==> src/rtl/delay_pkg.sv <==
// Shared types and defaults for the delay generator and its monitor.
package delay_pkg;

   localparam int DEF_N     = 7500;
   localparam int DEF_CBITS = 13;

   typedef enum logic [1:0] {
      SEARCH,
      MEASURE,
      LOCKED
   } state_t;

   function automatic logic [7:0] sat8_inc(input logic [7:0] v);
      return (&v) ? v : v + 8'd1;
   endfunction

endpackage

==> src/rtl/delay_gap_counter.sv <==
// Cycles since the last sig pulse; restarts at 1 after a pulse, saturates.
module delay_gap_counter
   import delay_pkg::*;
#(
   parameter int CBITS = DEF_CBITS
) (
   input  logic             clk,
   input  logic             rst,
   input  logic             sig,
   output logic [CBITS-1:0] cur
);

   localparam logic [CBITS-1:0] ONE = {{(CBITS-1){1'b0}}, 1'b1};

   always_ff @(posedge clk) begin
      if (rst) begin
         cur <= '0;
      end else if (sig) begin
         cur <= ONE;
      end else if (!(&cur)) begin
         cur <= cur + ONE;
      end
   end

endmodule

==> src/rtl/delay_monitor.sv <==
// Pulse spacing monitor: lock / early / late detection on a delay stream.
// Define DELAY_MON_STATS_EN to build the saturating fault counter.
module delay_monitor
   import delay_pkg::*;
#(
   parameter int N        = DEF_N,
   parameter int CBITS    = DEF_CBITS,
   parameter int TOL      = 0,
   parameter int LOCK_CNT = 2
) (
   input  logic             clk,
   input  logic             rst,
   input  logic             sig,
   output logic             lock,
   output logic             err_early,
   output logic             err_late,
   output logic [CBITS-1:0] gap,
   output logic [7:0]       fault_cnt
);

   localparam int P  = N + 1;
   localparam int GW = (LOCK_CNT < 2) ? 1 : $clog2(LOCK_CNT + 1);

   localparam logic [CBITS-1:0] LO     = CBITS'(P - TOL);
   localparam logic [CBITS-1:0] HI     = CBITS'(P + TOL);
   localparam logic [GW-1:0]    LOCK_G = GW'(LOCK_CNT);
   localparam logic [GW-1:0]    G_ONE  = GW'(1);

   state_t           state;
   logic [CBITS-1:0] cur;
   logic [GW-1:0]    good;
   logic [GW-1:0]    good_nx;
   logic             track;
   logic             early_ev;
   logic             good_ev;
   logic             late_ev;

   delay_gap_counter #(
      .CBITS(CBITS)
   ) u_gap (
      .clk(clk),
      .rst(rst),
      .sig(sig),
      .cur(cur)
   );

   always_comb begin
      track    = (state != SEARCH);
      early_ev = track && sig && (cur < LO);
      good_ev  = track && sig && !early_ev && (cur <= HI);
      // a pulse beyond HI cannot occur: late fires at HI first
      late_ev  = track && !early_ev && !good_ev && (cur >= HI);
      good_nx  = (good == LOCK_G) ? good : good + G_ONE;
   end

   always_ff @(posedge clk) begin
      if (rst) begin
         state     <= SEARCH;
         good      <= '0;
         lock      <= 1'b0;
         err_early <= 1'b0;
         err_late  <= 1'b0;
         gap       <= '0;
      end else begin
         err_early <= 1'b0;
         err_late  <= 1'b0;
         unique case (1'b1)
            (!track && sig): begin
               state <= MEASURE;
               good  <= '0;
            end
            early_ev: begin
               state     <= MEASURE;
               good      <= '0;
               gap       <= cur;
               lock      <= 1'b0;
               err_early <= 1'b1;
            end
            good_ev: begin
               good <= good_nx;
               gap  <= cur;
               if (good_nx == LOCK_G) begin
                  state <= LOCKED;
                  lock  <= 1'b1;
               end
            end
            late_ev: begin
               state    <= SEARCH;
               good     <= '0;
               lock     <= 1'b0;
               err_late <= 1'b1;
            end
            default: begin
            end
         endcase
      end
   end

`ifdef DELAY_MON_STATS_EN
   always_ff @(posedge clk) begin
      if (rst) begin
         fault_cnt <= '0;
      end else if (early_ev || late_ev) begin
         fault_cnt <= sat8_inc(fault_cnt);
      end
   end
`else
   assign fault_cnt = 8'd0;
`endif

endmodule

==> config.mk <==
export PLATFORM = sky130hd
export DESIGN_NAME = delay_monitor
export DESIGN_NICKNAME = d
export VERILOG_FILES = /design/src/rtl/delay_pkg.sv /design/src/rtl/delay_gap_counter.sv /design/src/rtl/delay_monitor.sv
export SDC_FILE = /design/constraint.sdc
export NUM_CORES = 1
export LEC_CHECK = 0
export CORE_MARGIN = 2
export CORE_UTILIZATION = 35
export DETAILED_ROUTE_END_ITERATION = 6
export SYNTH_ARGS = -nofsm -noshare
export SYNTH_HDL_FRONTEND = slang
export SYNTH_SLANG_ARGS = --single-unit
==> constraint.sdc <==
create_clock -name clk -period 2.45 [get_ports clk]
set_input_delay 0.3675 -clock clk [delete_from_list [all_inputs] [get_ports clk]]
set_output_delay 0.3675 -clock clk [all_outputs]
set_load 0.02 [all_outputs]
# After elaboration in Yosys (flattened, before gate mapping)
# Cells that the tools add are included.
# totals
reg_bits,33
out_inout_bits,24
wordCells,50
# classes
n_addsub,2
n_lt_le_gt_ge,3
n_eq_ne,4
muxes,10
n_reduce_logical,23
# ops
op,n
adder 13 x 1 -> 13 bit (second input constant),1
greater-or-equal comparator 13 bit (second input constant),1
less-or-equal comparator 13 bit (second input constant),1
less-than comparator 13 bit (second input constant),1
AND reduction 13 bit,1
logical AND 1 bit,8
OR reduction 2 bit,4
case mux 2 bit (3 select lines),1
nonzero test 2 bit,3
2-to-1 mux 1 bit,5
== test 2 bit (second input constant),2
2-to-1 mux 2 bit,2
case mux 2 bit (2 select lines),1
AND reduction 2 bit,2
zero test 1 bit,3
nonzero test 3 bit,1
OR reduction 3 bit,1
adder 2 x 1 -> 2 bit (second input constant),1
!= test 2 x 1 -> 1 bit (second input constant),1
!= test 2 bit (second input constant),1
case mux 1 bit (2 select lines),1

# Logic depth before layout (Yosys ltp)
# Gate-level depths: netlist (run 1).
# logic_depth
depth_word,12
mapped_depth,7

# Modules after synthesis
# From an unflattened synthesis (run 1), not the netlist that was laid out.
# unflattened
cells_unflattened,186
hier_area_um2,1669.1
# by_module_without_submodules
mod,n_inst,cells_per_inst,area_per_inst_um2
delay_monitor,1,113,1034.7
delay_gap_counter,1,73,634.4

# Worst setup path before layout (run 1)
# Ideal clock, no wire load.
# synth_timing
path_type,register -> register
startpoint,reg u_gap.cur[0]
endpoint,reg u_gap.cur[3]
arrival_time_ps,1702
t_required_ps,2322
path_slack_ps,621
path_stages_with_launch,8
n_path_buf,1
synth_period_minus_slack_ps,1829
path_cell_list,dfxtp_1 ha_1 nand4_1 or4b_1 clkbuf_1 nand4_1 xor2_1 nor2_1
# synth_via
elab_chain_len,1
elab_cells_between_ends,2
cone_classes,add/sub: 1; reduce/logical: 1
# synth_lines
item,line_no,rtl
from (decl),delay_gap_counter.sv:10,output logic [CBITS-1:0] cur
from (signal assigned),delay_gap_counter.sv:21,cur <= cur + ONE;
adder 13 x 1 -> 13 bit / AND reduction 13 bit (equally long branches),"delay_gap_counter.sv:21, delay_gap_counter.sv:20",
# Parallel ways exist; a longest one is shown, timed or not.
# A chain may end at the register's enable or synchronous reset.

# Worst setup path after layout (run 1)
# Ends and elaborated chain as after synthesis.

==> flow_summary.yaml, run 1 <==
outcome:
  status: "finished clean"
layout:
  final_cell_mix: "dfxtp_1, nand2_1, nor2_1"
  mostFrequentLayoutCell: "dfxtp_1"
  drive_gt1_share_pct: 8.696
  final_net_count: 212
  syn_to_final_growth_pct: 18.40
  antenna_cells: 0
clock_network:
  clockRootBuffer: "clkbuf_8"
  ctsHoldBuffers: 0
  clock_latency_ps: 280
  h-tree-depth: 2
  cts_tree: "built"
  numCtsBuffers: 5
  cts_setup_buffers: 0
  cts_resized: 0
  clock_path_buffers: 2
  cts.sinks: 33
  path_clk_slew_ps: 70
detailed_routing:
  wl_per_cell_um: 11.90
  vias: 1287
  detail_route.drc_violations: 0
  first_pass_iters: 5
  ant_nets: 0
  viasPerCell: 4.931
  drtIter0Drc: 65
  drt_wl_total_um: 3106
power_and_ir_drop:
  peakVddDrop_v: 0.0002828
  cellPowerDensity_nw_per_um2: 580.6
  p_leak_nw: 0.6825
worst_setup_path:
  cp_slowest_cell: "or4b_1"
  ff2ff_setup_slack_ps: 440
  worstSetupPathType: "flop to flop"
  worst-path-buf-inv: 0
  cp.arrival_ps: 2170
  ff2ff_path_depth: 6
  path_max_fanout: 8
  path_cells: "ha_1 > nand4_1 > or4b_1 > nand4_1 > xor2_1 > nor2_1"
  cp.required_ps: 2610
  slowest_delay_ps: 610
  cp-end-kind: "flop"
  crit_family: "simple AND/OR/NAND/NOR gates"
  worst_setup_path_start_kind: "flop"
  worst-path-stages: 6
  crit_path_frequent_cell: "nand4_1"
floorplanning:
  die-area_um2: 5288
  die-width_um: 72.72
  die_y_um: 72.72
  core.rowCount: 25
  core_um2: 4629
  ioPinCount: 27
  start_util_pct: 35.70
logic_synthesis:
  syn_inst: 189
  synth_seq_cells: 33
  syn_area_um2: 1653
  ys.flop_type: "dfxtp_1"
  ys_types: 44
  syn_area_per_cell_um2: 8.745
  async_flop_share_pct: 0
  synth-edff-count: 0
  yosysWarnings: 0
  ys_seq_area_share_pct: 39.97
global_route:
  grt_max_degree: 25
  grt_pass1_wl_um: 5161
  grt_overflow: 0
  globalRouteTotalUtil_pct: 12.59
  grt_pass1_vias: 1119
  antenna_found_initial: 0
run:
  drv_cap: 0
sta:
  drv_slew: 0
  fin_crit_ps: 2011
  finalCritPeriodShare_pct: 82.09
  fin_hold_ws_ps: 454.5
  fmax_ghz: 0.4972
  rsz0062_at_grt: "no"
  slew_headroom_pct: 55.83
  skew_ps: 9.243
  setup_viol: 0
  hold_viol_final: 0
  tns_ps: 0
  tightestPinTransition_ps: 658.1
worst_hold_path:
  hold_class: "flop to flop"
  min_path_cells: 2
placed_design:
  gp_congestion: 0.8140
  io_buffer_count: 18
  hpwl_um: 2189
==> cell usage after synthesis, types with 2 or more instances <==
cell	number	area (um^2)
clkbuf_1	5	18.77
xnor2_1	3	26.28
xor2_1	5	43.79
a21o_1	2	15.01
buf_4	9	67.56
nor3_1	5	25.02
dfxtp_1	33	660.6
nand3_1	5	25.02
inv_1	7	26.28
a31oi_1	4	25.02
a21oi_1	6	30.03
mux2i_1	12	120.1
a21oi_2	2	17.52
nor2_1	19	71.32
nand4_1	5	31.28
o21ai_0	5	25.02
and3_1	3	18.77
ha_1	3	37.54
o311a_1	2	20.02
buf_2	2	10.01
nand2_1	29	108.9
==> per-stage QoR <==
stage	area (um^2)	power (W)	utilization [%]	worst slack, ps	instances
floorplan	1679	0.0006152	-	620.6	196
global placement	1841	0.0006212	39.76	458.0	253
detailed placement	1841	0.0006215	39.76	424.9	253
CTS	1957	0.001150	42.27	421.5	261
global route	1957	0.001186	42.27	262.0	261
finish	1957	0.001136	42.27	438.7	261
==> logic make-up after synthesis <==
group / Yosys count / share of synthesized area (%)
buffers and inverters: 25 / 7.948
DFF: 33 / 39.97
other: 1 / 0.2269
and+or+nand+nor: 74 / 22.26
adders and majority gates: 3 / 2.271
xor gates and xnor gates: 8 / 4.239
AOI/OAI and AO/OA: 33 / 15.82
muxes: 12 / 7.268
==> worst paths after layout <==
path                              from                         to
min reg2reg        gap[6]$_SDFFE_PP0P_        gap[6]$_SDFFE_PP0P_
min                gap[6]$_SDFFE_PP0P_        gap[6]$_SDFFE_PP0P_
max          u_gap.cur[0]$_SDFFE_PP0P_  u_gap.cur[3]$_SDFFE_PP0N_
max reg2reg  u_gap.cur[0]$_SDFFE_PP0P_  u_gap.cur[3]$_SDFFE_PP0N_
==> report_power, final <==
part           internal (W)  switching, W
clock network      0.000332      0.000196
logic             0.0000199     0.0000412
registers          0.000541    0.00000670
total              0.000893      0.000243
==> per-layer routing <==
| layer | global-route usage (%) | part of all wire (%) | vias to the layer above |
|---|---|---|---|
| met5 | 0 | 0 | - |
| met4 | 4.321 | 1.2 | 0 |
| met3 | 4.144 | 4.2 | 4 |
| met2 | 18.28 | 44 | 23 |
| met1 | 17.47 | 51 | 581 |
| li1 | - | - | 679 |
==> flip-flops by register name, summed over array words and instances, names as in the netlist <==
signal,cells
lock,1
state,2
err_late,1
err_early,1
good,2
u_gap.cur,13
gap,13
==> worst min-delay path: stages, from the launching register on <==
cell and delay, ps:
dfxtp_1 310, nand2_1 50, mux2i_1 50
==> layout make-up <==
type,instances,area [um^2]
sequential,33,660.6
timing repair buffer,20,195.2
tap,54,67.56
inverter,8,30.03
multi-input combinational,138,887.1
fill,464,2673
clock buffer,7,86.33
clock inverter,1,30.03
Note: power is estimated with default switching activity, not from simulation.
==> run 2, diff against run 1 <==
- clock period: 2.45 -> 2.05 ns (I/O delays scaled with it)
==> flow_summary.yaml, run 2 (synthesis results as in run 1) <==
power_and_ir_drop:
  peakVddDrop_v: 0.0003185
  p_sw_w: 0.0002859
  switching_share_pct: 21.02
  comb_power_share_pct: 6.1
  p_leak_nw: 0.7165
  internal_power_w: 0.001074
  finalPower_w: 0.001360
  seqPwrFrac_pct: 48.1
  cellPowerDensity_nw_per_um2: 673.9
  p_clk_share_pct: 45.8
detailed_routing:
  drt_wl_total_um: 3194
  drtIter0Drc: 73
  wl_per_cell_um: 11.96
  ant_nets: 0
  viasPerCell: 4.899
  first_pass_iters: 4
  detail_route.drc_violations: 0
  vias: 1308
global_route:
  antenna_found_initial: 0
  grt_pass1_vias: 1137
  grt_pass1_wl_um: 5354
  grt_overflow: 0
  grt_max_degree: 23
  globalRouteTotalUtil_pct: 13.09
layout:
  finalInstanceArea_um2: 2018
  fillCellCount: 445
  final_net_count: 218
  mostFrequentLayoutCell: "dfxtp_1"
  drive_gt1_share_pct: 11.74
  syn_to_final_growth_pct: 22.10
  reg_top3: "gap (13), u_gap.cur (13)"
  antenna_cells: 0
  final_cell_mix: "dfxtp_1, nand2_1, nor2_1"
worst_setup_path:
  cp_slowest_cell: "dfxtp_1"
  worstSetupPathType: "flop to flop"
  path_cells: "ha_1 > and4b_1 > nand4_4 > a2111oi_4 > a22o_1 > a32o_2"
  crit-reg2reg-capture: "state[0]$_SDFFE_PP0P_"
  ff2ff_setup_slack_ps: 210
  ff2ff_path_depth: 6
  cp-end-kind: "flop"
  worst_setup_path_start_kind: "flop"
  timing.rr.start: "u_gap.cur[0]$_SDFFE_PP0P_"
  slowest_delay_ps: 440
  cp.required_ps: 2280
  cp.arrival_ps: 2070
  path_max_fanout: 9
sta:
  slew_headroom_pct: 61.99
  fmax_ghz: 0.5423
  hold_viol_final: 0
  tns_ps: 0
  tightestPinTransition_ps: 566.3
  fin_hold_ws_ps: 454.4
  finalCritPeriodShare_pct: 89.95
  fin_crit_ps: 1844
  setup_viol: 0
  skew_ps: 7.401
  worst_slack_ps: 206.1
  rsz0062_at_grt: "no"
  drv_slew: 0
worst_hold_path:
  min_to: "gap[4]$_SDFFE_PP0P_"
  min_path_cells: 2
  hp-start: "gap[4]$_SDFFE_PP0P_"
  hold_class: "flop to flop"
floorplanning:
  start_util_pct: 35.70
  die-width_um: 72.72
  core_um2: 4629
  core.rowCount: 25
  ioPinCount: 27
  die_y_um: 72.72
  die-area_um2: 5288
clock_network:
  ctsHoldBuffers: 0
  numCtsBuffers: 5
  h-tree-depth: 2
  path_clk_slew_ps: 70
  clock_path_buffers: 2
  cts_tree: "built"
  clock_latency_ps: 280
  cts.sinks: 33
  clockRootBuffer: "clkbuf_8"
placed_design:
  dpl_cell_area_um2: 1898
  gp_congestion: 0.8431
  dp_slack_ps: 121.7
  hpwl_um: 2267
  io_buffer_count: 18
run:
  drv_cap: 0
outcome:
  status: "finished clean"
==> run 2: what timing repair did <==
action                     4_1_cts  5_1_grt
resized for setup                0        1
setup endpoints to repair        0        2
setup buffers                    0        0
==> run 2: how the worst max path moves through the flow <==
stage	cells past startpoint	startpoint	slack (ps)	endpoint
final	6	u_gap.cur[0]$_SDFFE_PP0P_	210	state[0]$_SDFFE_PP0P_
after global routing	6	u_gap.cur[0]$_SDFFE_PP0P_	40	state[0]$_SDFFE_PP0P_
after CTS	6	u_gap.cur[0]$_SDFFE_PP0P_	70	state[0]$_SDFFE_PP0P_
after detailed placement	6	u_gap.cur[0]$_SDFFE_PP0P_	120	state[0]$_SDFFE_PP0P_
after global placement	6	u_gap.cur[0]$_SDFFE_PP0P_	160	state[0]$_SDFFE_PP0P_
after floorplan	7	u_gap.cur[0]$_SDFFE_PP0P_	220	u_gap.cur[3]$_SDFFE_PP0N_
==> run 2: per-stage QoR <==
stage / utilization [%] / cells
floorplan: - / 196
global placement: 41.00 / 259
detailed placement: 41.00 / 259
CTS: 43.51 / 267
global route: 43.59 / 267
finish: 43.59 / 267
==> run 2: power by group through the flow <==
stage	clock, W	sequential [W]	combinational (W)
detailed placement	0	0.000669	0.0000835
global placement	0	0.000669	0.0000834
global route	0.000665	0.000655	0.0000917
CTS	0.000643	0.000654	0.0000836
finish	0.000623	0.000654	0.0000831
floorplan	0	0.000670	0.0000656
==> run 2: layout make-up <==
| cell class | instances | area, um^2 | share of cell area (%) |
|---|---|---|---|
| Clock inverter | 1 | 30.03 | 1.488 |
| Clock buffer | 7 | 86.33 | 4.278 |
| Inverter | 8 | 30.03 | 1.488 |
| Sequential cell | 33 | 660.6 | 32.73 |
| Multi-Input combinational cell | 138 | 890.9 | 44.14 |
| Timing Repair Buffer | 26 | 252.7 | 12.52 |
| Tap cell | 54 | 67.56 | 3.348 |
==> run 2: critical path: cells and delay by family (launching register included) <==
family	cells	cell delay [ps]
AO/OA/AOI/OAI	3	660
flip-flops	1	440
adder cells (fa/ha/maj)	1	220
AND/OR/NAND/NOR	2	460
==> run 2: metal layers <==
metal / track usage, % / vias to the layer above / wire length, um
met5: 0 / - / 0
met3: 3.729 / 5 / 104
li1: - / 688 / -
met1: 18.28 / 590 / 1657
met2: 19.39 / 25 / 1390
met4: 4.321 / 0 / 42
